===== src/rtl/booth_mul_seq.sv =====
`default_nettype none
// ============================================================================
//  Module   : booth_mul_seq
//  Purpose  : Sequential signed radix-2 Booth multiplier, one step per clock,
//             with a start/busy/done handshake.
//  Revision : 1.0 - initial release
// ============================================================================
module booth_mul_seq #(
    parameter int WIDTH = 8
) (
    input  logic                 clk,
    input  logic                 rst,
    input  logic                 start,
    input  logic [WIDTH-1:0]     a,
    input  logic [WIDTH-1:0]     b,
    output logic                 busy,
    output logic                 done,
    output logic [2*WIDTH-1:0]   p
);

    localparam int                 c_cnt_w     = $clog2(WIDTH) + 1;
    localparam logic [c_cnt_w-1:0] c_last_step = c_cnt_w'(WIDTH - 1);

    typedef enum logic [1:0] {
        S_IDLE = 2'd0,
        S_RUN  = 2'd1,
        S_DONE = 2'd2
    } state_t;

    state_t               state_q, state_d;
    logic [WIDTH:0]       m_q, m_d;
    logic [WIDTH:0]       acc_q, acc_d;
    logic [WIDTH-1:0]     mq_q, mq_d;
    logic                 q1_q, q1_d;
    logic [c_cnt_w-1:0]   cnt_q, cnt_d;
    logic [2*WIDTH-1:0]   p_q, p_d;

    logic [WIDTH:0]       w_acc_op;
    logic [WIDTH:0]       w_acc_sh;
    logic [WIDTH-1:0]     w_mq_sh;
    logic                 w_q1_sh;

    // One Booth step: add/subtract M, then arithmetic shift of {A, Q, q_1}.
    // A and M carry an extra bit so that subtracting the most negative
    // operand cannot overflow.
    always_comb begin
        case ({mq_q[0], q1_q})
            2'b01:   w_acc_op = acc_q + m_q;
            2'b10:   w_acc_op = acc_q - m_q;
            default: w_acc_op = acc_q;
        endcase
        w_acc_sh = {w_acc_op[WIDTH], w_acc_op[WIDTH:1]};
        w_mq_sh  = {w_acc_op[0], mq_q[WIDTH-1:1]};
        w_q1_sh  = mq_q[0];
    end

    always_comb begin
        state_d = state_q;
        m_d     = m_q;
        acc_d   = acc_q;
        mq_d    = mq_q;
        q1_d    = q1_q;
        cnt_d   = cnt_q;
        p_d     = p_q;
        busy    = 1'b0;
        done    = 1'b0;

        case (state_q)
            S_IDLE: begin
                if (start) begin
                    state_d = S_RUN;
                    m_d     = {a[WIDTH-1], a};
                    acc_d   = '0;
                    mq_d    = b;
                    q1_d    = 1'b0;
                    cnt_d   = '0;
                end
            end
            S_RUN: begin
                busy  = 1'b1;
                acc_d = w_acc_sh;
                mq_d  = w_mq_sh;
                q1_d  = w_q1_sh;
                cnt_d = cnt_q + 1'b1;
                if (cnt_q == c_last_step) begin
                    state_d = S_DONE;
                    p_d     = {w_acc_sh[WIDTH-1:0], w_mq_sh};
                end
            end
            S_DONE: begin
                done = 1'b1;
                if (start) begin
                    state_d = S_RUN;
                    m_d     = {a[WIDTH-1], a};
                    acc_d   = '0;
                    mq_d    = b;
                    q1_d    = 1'b0;
                    cnt_d   = '0;
                end else begin
                    state_d = S_IDLE;
                end
            end
            default: state_d = S_IDLE;
        endcase
    end

    always_ff @(posedge clk) begin
        if (rst) begin
            state_q <= S_IDLE;
            m_q     <= '0;
            acc_q   <= '0;
            mq_q    <= '0;
            q1_q    <= 1'b0;
            cnt_q   <= '0;
            p_q     <= '0;
        end else begin
            state_q <= state_d;
            m_q     <= m_d;
            acc_q   <= acc_d;
            mq_q    <= mq_d;
            q1_q    <= q1_d;
            cnt_q   <= cnt_d;
            p_q     <= p_d;
        end
    end

    assign p = p_q;

endmodule
`default_nettype wire


===== config.mk =====
export PLATFORM = sky130hd
export DESIGN_NAME = booth_mul_seq
export DESIGN_NICKNAME = d
export VERILOG_FILES = /design/src/rtl/booth_mul_seq.sv
export SDC_FILE = /design/constraint.sdc
export NUM_CORES = 1
export LEC_CHECK = 0
export BUFFER_PORTS_ARGS = -buffer_cell sky130_fd_sc_hd__buf_2
export CORE_ASPECT_RATIO = 0.8
export CORE_UTILIZATION = 45
export DETAILED_ROUTE_END_ITERATION = 7
export GPL_TIMING_DRIVEN = 0
export PLACE_DENSITY = 0.69
export SLEW_MARGIN = 0
export SYNTH_ARGS = -nofsm -noshare
export SYNTH_HDL_FRONTEND = slang
export SYNTH_SLANG_ARGS = --single-unit

===== constraint.sdc =====
create_clock -name clk -period 3.79 [get_ports clk]
set_clock_uncertainty 0.05 [all_clocks]
set_input_delay 0.1895 -clock clk [delete_from_list [all_inputs] [get_ports clk]]
set_output_delay 0.1895 -clock clk [all_outputs]
set_load 0.01 [all_outputs]

==> results.toml, run 1 <==
[flow_run]
maxCapViolations = 0

[routing]
detail-route-antenna-nets = 0
wl_mm = 5.25
initialDrtViolationCount = 92
avgViaCountPerCell = 5.26
drcViolationCount = 0
first_pass_iters = 4
route.detailed.wl_per_inst_um = 13.4
num_vias = 2058

[setup_path]
path_class = "reg -> reg"
crit_arrival_ps = 3120
crit_path_start_kind = "flip-flop"
required_ps = 3920
critPathMaxFanout = 8
worstSetupEndpointType = "flip-flop"

[finish]
multiInputGateArea_sq_um = 1310
num-nets-final = 359
final_design_utilization_pct = 53.7
fill_cells = 508
layout_commonest_cell = "dfxtp_1"
number_of_diodes_added_for_antenna_fixing = 0
layout-drive-gt1-share_pct = 14.3
area_growth_pct = 15.0
post_layout_nonfiller_instances = 391
sequential_cell_area_sq_um = 941
mostFrequentLayoutCells = "dfxtp_1 (47), nand2_1 (44), buf_2 (36), nor2_1 (35), a21oi_1 (33)"

[timing]
drv_slew = 0
setup_viol = 0
max-slew-margin-rel_pct = 53.3
unrepaired_setup_endpoints_after_global_routing = "no"
timing_hold_violations_final = 0
finalHoldWorstSlack_ps = 63.1
final.period_utilization_pct = 78.9
tns_ps = 0
fmax_mhz = 334
timing_worst_slew_pin_value_ps = 698
final.min_clock_period_ps = 2990

[synthesis]
netlist_instances = 286
mappedNetlistArea_sq_um = 2340
synth_area_per_cell_sq_um = 8.18
synth.yosys.seq_area_share_pct = 40.2
synthArstFlopShare_pct = 0
yosysTopAreaCellShare_pct = 40.2
syn_nets = 317
post_synth_main_area_contributors = "dfxtp_1 (40%), a21oi_1 (7.1%), nand2_1 (7.1%)"
synthesis.yosys.warnings = 0
synth_cell_type_count = 37
yosysTopAreaCell = "dfxtp_1"
dominantRegCellSynth = "dfxtp_1"
synth_edf_count = 0
postSynthRegisterBits = 47

[die]
die_x_um = 82.6
row_count = 23
floorplan.initialDensity_pct = 46.7
ios = 37
fp.dieH_um = 66.5
placeableCoreArea_sq_um = 5010
die_ar_sq_um = 5490

[power_and_ir_drop]
power_leakage_nw = 1.07
total_power_mw = 1.13
p_per_area_nw_per_um2 = 421
worst_vdd_rail_ir_drop_mv = 0.218

[placement]
post-dp-hpwl_mm = 4.04
numPortBuffers = 35
placed_cells = 383
place_congestion = 0.821

[global_route]
overflow = 0
grt_pass1_wl_mm = 8.60
first_global_vias = 1828
grt_max_degree = 16
grt_antenna_before_repair = 0
grtUsageTotal_pct = 21.1

[worst_hold_path]
tightest_hold_check_type = "in -> reg"

[clocking]
numCtsBuffers = 5
clk_root_buffer_cell = "clkbuf_8"
clock_sinks = 47
max-clock-path-buffers = 2
cts_tree = "yes"
post_cts_resize_count = 0
insertion_delay_ps = 300
post-cts-setup-buffer-count = 0
htree_levels = 2
post_cts_hold_buffer_count = 0
clkTransAtPathRegs_ps = 90

[run_status]
run_status = "complete, no violations"
area by class of cell:
| cell class | instances | area share (%) |
|---|---|---|
| Multi-Input combinational cell | 215 | 48.6 |
| Clock buffer | 6 | 3.07 |
| Tap cell | 62 | 2.88 |
| Inverter | 8 | 1.12 |
| Sequential cell | 47 | 35.0 |
| Buffer | 16 | 2.28 |
| Clock inverter | 2 | 0.605 |
| Timing Repair Buffer | 35 | 6.51 |
kinds of logic after synthesis:
kind of cell               after synthesis  share of synthesized area [%]
and+or+nand+nor                        103                           19.5
AOI/OAI and AO/OA                       77                           20.4
DFF                                     47                           40.2
buffers and inverters                   24                           3.91
xor gates and xnor gates                12                           4.49
adders and majority gates               12                           6.74
muxes                                   11                           4.76
sequential cells by signal (all words and copies together) (netlist names):
register	count
p	16
acc_q	8
m_q	8
mq_q	8
cnt_q	4
state_q	2
q1_q	1
critical path, cell delays in order, from the launching register on:
cell and delay, ps:
dfxtp_1 370, ha_1 160, clkbuf_1 300, a31oi_1 100
xnor2_1 250, ha_1 330, a211oi_1 380, o21bai_1 120
or3_1 370, a21oi_2 170, xnor2_1 170, a211oi_1 100
metal layers:
metal	global-route usage, %	vias to the layer above	wire length (um)	part of all wire, %
met1	30.5	936	2730	52
met4	5.17	0	53	1.0
met3	4.52	5	172	3.3
met5	0	-	0	0
met2	31.7	29	2290	44
li1	-	1088	-	-
cell usage after synthesis, drive strengths merged, types with 2 or more instances:
cell type and instances:
clkbuf 15, inv 8, nor2b 3, xnor2 11
o21ai 9, o21a 2, a22oi 5, mux2i 10
o21bai 2, nor2 35, nand2 44, nand3b 2
nor3 5, a21oi 34, a31oi 2, ha 11
dfxtp 47, o211ai 2, nand3 4, a211oi 15
nand2b 4, o31ai 3
power by group:
part | internal, mW | switching, mW | total, mW
logic | 0.114 | 0.157 | 0.272
clock network | 0.149 | 0.176 | 0.325
registers | 0.515 | 0.0216 | 0.537
final timing paths:
kind                            startpoint  endpoint  slack, ps  depth (start not counted)
worst max-delay path               mq_q[0]     p[15]        800                         11
worst min-delay path                  a[5]    m_q[5]         60                          3
worst max register to register     mq_q[0]     p[15]        800                         11
worst min register to register       p[14]     p[14]        400                          2
stage by stage:
| stage | instance area (sq um) | worst slack [ps] |
|---|---|---|
| after global routing | 2690 | 616 |
| after detailed placement | 2590 | 837 |
| final | 2690 | 799 |
| after floorplan | 2340 | 1200 |
| after CTS | 2690 | 817 |
| after global placement | 2590 | 861 |
Note: power is estimated with default switching activity, not from simulation.
==> run 2: changes to the inputs <==
--- a/config.mk
+++ b/config.mk
@@ -10,7 +10,7 @@
 export CORE_UTILIZATION = 45
 export DETAILED_ROUTE_END_ITERATION = 7
 export GPL_TIMING_DRIVEN = 0
-export PLACE_DENSITY = 0.69
+export PLACE_DENSITY = 0.71
 export SLEW_MARGIN = 0
 export SYNTH_ARGS = -nofsm -noshare
 export SYNTH_HDL_FRONTEND = slang
==> constraint.sdc (replaced) <==
create_clock -name clk -period 2.64 [get_ports clk]
set_clock_uncertainty 0.05 [all_clocks]
set_input_delay 0.132 -clock clk [delete_from_list [all_inputs] [get_ports clk]]
set_output_delay 0.132 -clock clk [all_outputs]
set_load 0.01 [all_outputs]
==> results.toml, run 2 (same netlist as run 1, synthesis figures left out) <==
[setup_path]
cp_slowest_cell = "or3_1"
critPathMaxFanout = 3
startpoint = "m_q[5]"
timing.critical_path.cells = "nor4_4 -> a21oi_2 -> xnor2_1 -> ha_1 -> o21ai_2 -> o21bai_1 -> or3_1 -> a21oi_2 -> xnor2_2 -> a211oi_1"
max_stage_delay_ps = 370
r2r-end = "p[15]"
crit_path_start_kind = "flip-flop"
rr_startpoint = "m_q[5]"
worstRegToRegCells = 10
required_ps = 2810
crit_arrival_ps = 2720
path_class = "reg -> reg"
worstSetupEndpointType = "flip-flop"
internal_reg_to_reg_setup_slack_ps = 90
cp_common_cell = "a21oi_2"

[timing]
final.period_utilization_pct = 96.4
max-slew-margin-rel_pct = 52.9
drv_slew = 0
setup_viol = 0
final.min_clock_period_ps = 2550
fmax_mhz = 393
finalHoldWorstSlack_ps = -5.15
timing_hold_violations_final = 1
timing_worst_slew_pin_value_ps = 704
unrepaired_setup_endpoints_after_global_routing = "yes"

[finish]
number_of_diodes_added_for_antenna_fixing = 0
max_reg_flops = 16
mostFrequentLayoutCells = "nand2_1 (44), dfxtp_1 (41), buf_2 (36), nor2_1 (35), a21oi_1 (30)"
design_area_sq_um = 2790
fill_cells = 493
num-nets-final = 361
layout-drive-gt1-share_pct = 20.2
area_growth_pct = 19.3
layout_commonest_cell = "nand2_1"
post_layout_nonfiller_instances = 393

[routing]
num_vias = 2125
avgViaCountPerCell = 5.41
route.detailed.wl_per_inst_um = 13.9
first_pass_iters = 4
drcViolationCount = 0
wl_mm = 5.47
initialDrtViolationCount = 102
detail-route-antenna-nets = 0

[global_route]
gr-usage-met3_pct = 6.03
first_global_vias = 1910
overflow = 0
grt_pass1_wl_mm = 8.73
grt_max_degree = 16
grtUsageTotal_pct = 21.3
met1_usage_grt_pct = 29.8
grt_antenna_before_repair = 0
top_usage_layer = "met2"
grt_util_met2_pct = 32.5

[die]
ios = 37
row_count = 23
placeableCoreArea_sq_um = 5010
die_x_um = 82.6
floorplan.initialDensity_pct = 46.7
fp.dieH_um = 66.5
die_ar_sq_um = 5490

[clocking]
insertion_delay_ps = 300
cts_tree = "yes"
clock_sinks = 47
htree_levels = 2
clkTransAtPathRegs_ps = 100
numCtsBuffers = 5
clk_root_buffer_cell = "clkbuf_8"
max-clock-path-buffers = 2

[placement]
numPortBuffers = 35
dpl-instance-area_sq_um = 2590
placed_cells = 383
post-dp-hpwl_mm = 4.04
place_congestion = 0.848

[worst_hold_path]
worst_hold_startpoint = "a[5]"
timing.hold.worst_endpoint = "m_q[5]"
number_of_instances_on_the_worst_hold_path = 3
tightest_hold_check_type = "in -> reg"

[run_status]
violations = "negative hold slack"
run_status = "finished with violations"

[flow_run]
maxCapViolations = 0

[power_and_ir_drop]
worst_vdd_rail_ir_drop_mv = 0.379
p_per_area_nw_per_um2 = 625
power_leakage_nw = 1.10
==> run 2: repair_timing <==
action | CTS | global route
hold buffers | 0 | 0
buffers inserted | 1 | 2
gates resized for setup | 3 | 17
setup endpoints to repair | 6 | 7
pin swaps | 1 | 7
==> run 2: area by class of cell <==
cell class	count	area, sq um	area share (%)
clock inverters	3	43.8	1.57
well taps	62	77.6	2.78
multi-input cells	215	1360	48.9
repair buffers	38	198	7.09
flip-flops and latches	47	951	34.1
clock buffers	5	68.8	2.47
inverters	8	30.0	1.08
plain buffers	15	57.6	2.06
==> run 2: worst max path at each step <==
stage	endpoint	slack [ps]	cells after the start
2_1_floorplan	p[15]	50	12
3_3_place_gp	p[15]	-260	12
3_5_place_dp	p[15]	-280	12
4_1_cts	p[15]	3	11
5_1_grt	p[15]	-40	10
6_report	p[15]	90	10
==> run 2: stage by stage <==
step           TNS [ps]  worst slack, ps  hold slack (ps)  power, mW  utilization (%)
3_5_place_dp       -843             -276              330       1.17             51.7
5_1_grt           -75.0            -37.8             6.85       1.83             55.7
6_report              0             94.5            -5.15       1.74             55.7
2_1_floorplan         0             45.3              218       1.08                -
4_1_cts               0             2.80             6.34       1.71             54.2
3_3_place_gp       -578             -259              328       1.17             51.7
==> run 2: critical path, delay by kind of cell, from the launching register on <==
kind | cells | cell delay [ps]
AND/OR/NAND/NOR | 2 | 710
XOR/XNOR | 2 | 310
AO/OA/AOI/OAI | 5 | 740
flip-flops | 1 | 360
adder cells (fa/ha/maj) | 1 | 310
==> run 2: report_power, final <==
group / total, mW / switching, mW / internal [mW]
clock network: 0.534 / 0.251 / 0.282
registers: 0.774 / 0.0333 / 0.740
logic: 0.436 / 0.242 / 0.193
==> run 2: layer usage <==
layer  vias to the layer above  part of all wire [%]
met3                         8                   4.8
li1                       1077                     -
met2                        44                    44
met5                         -                     0
met1                       996                    50
met4                         0                   1.4
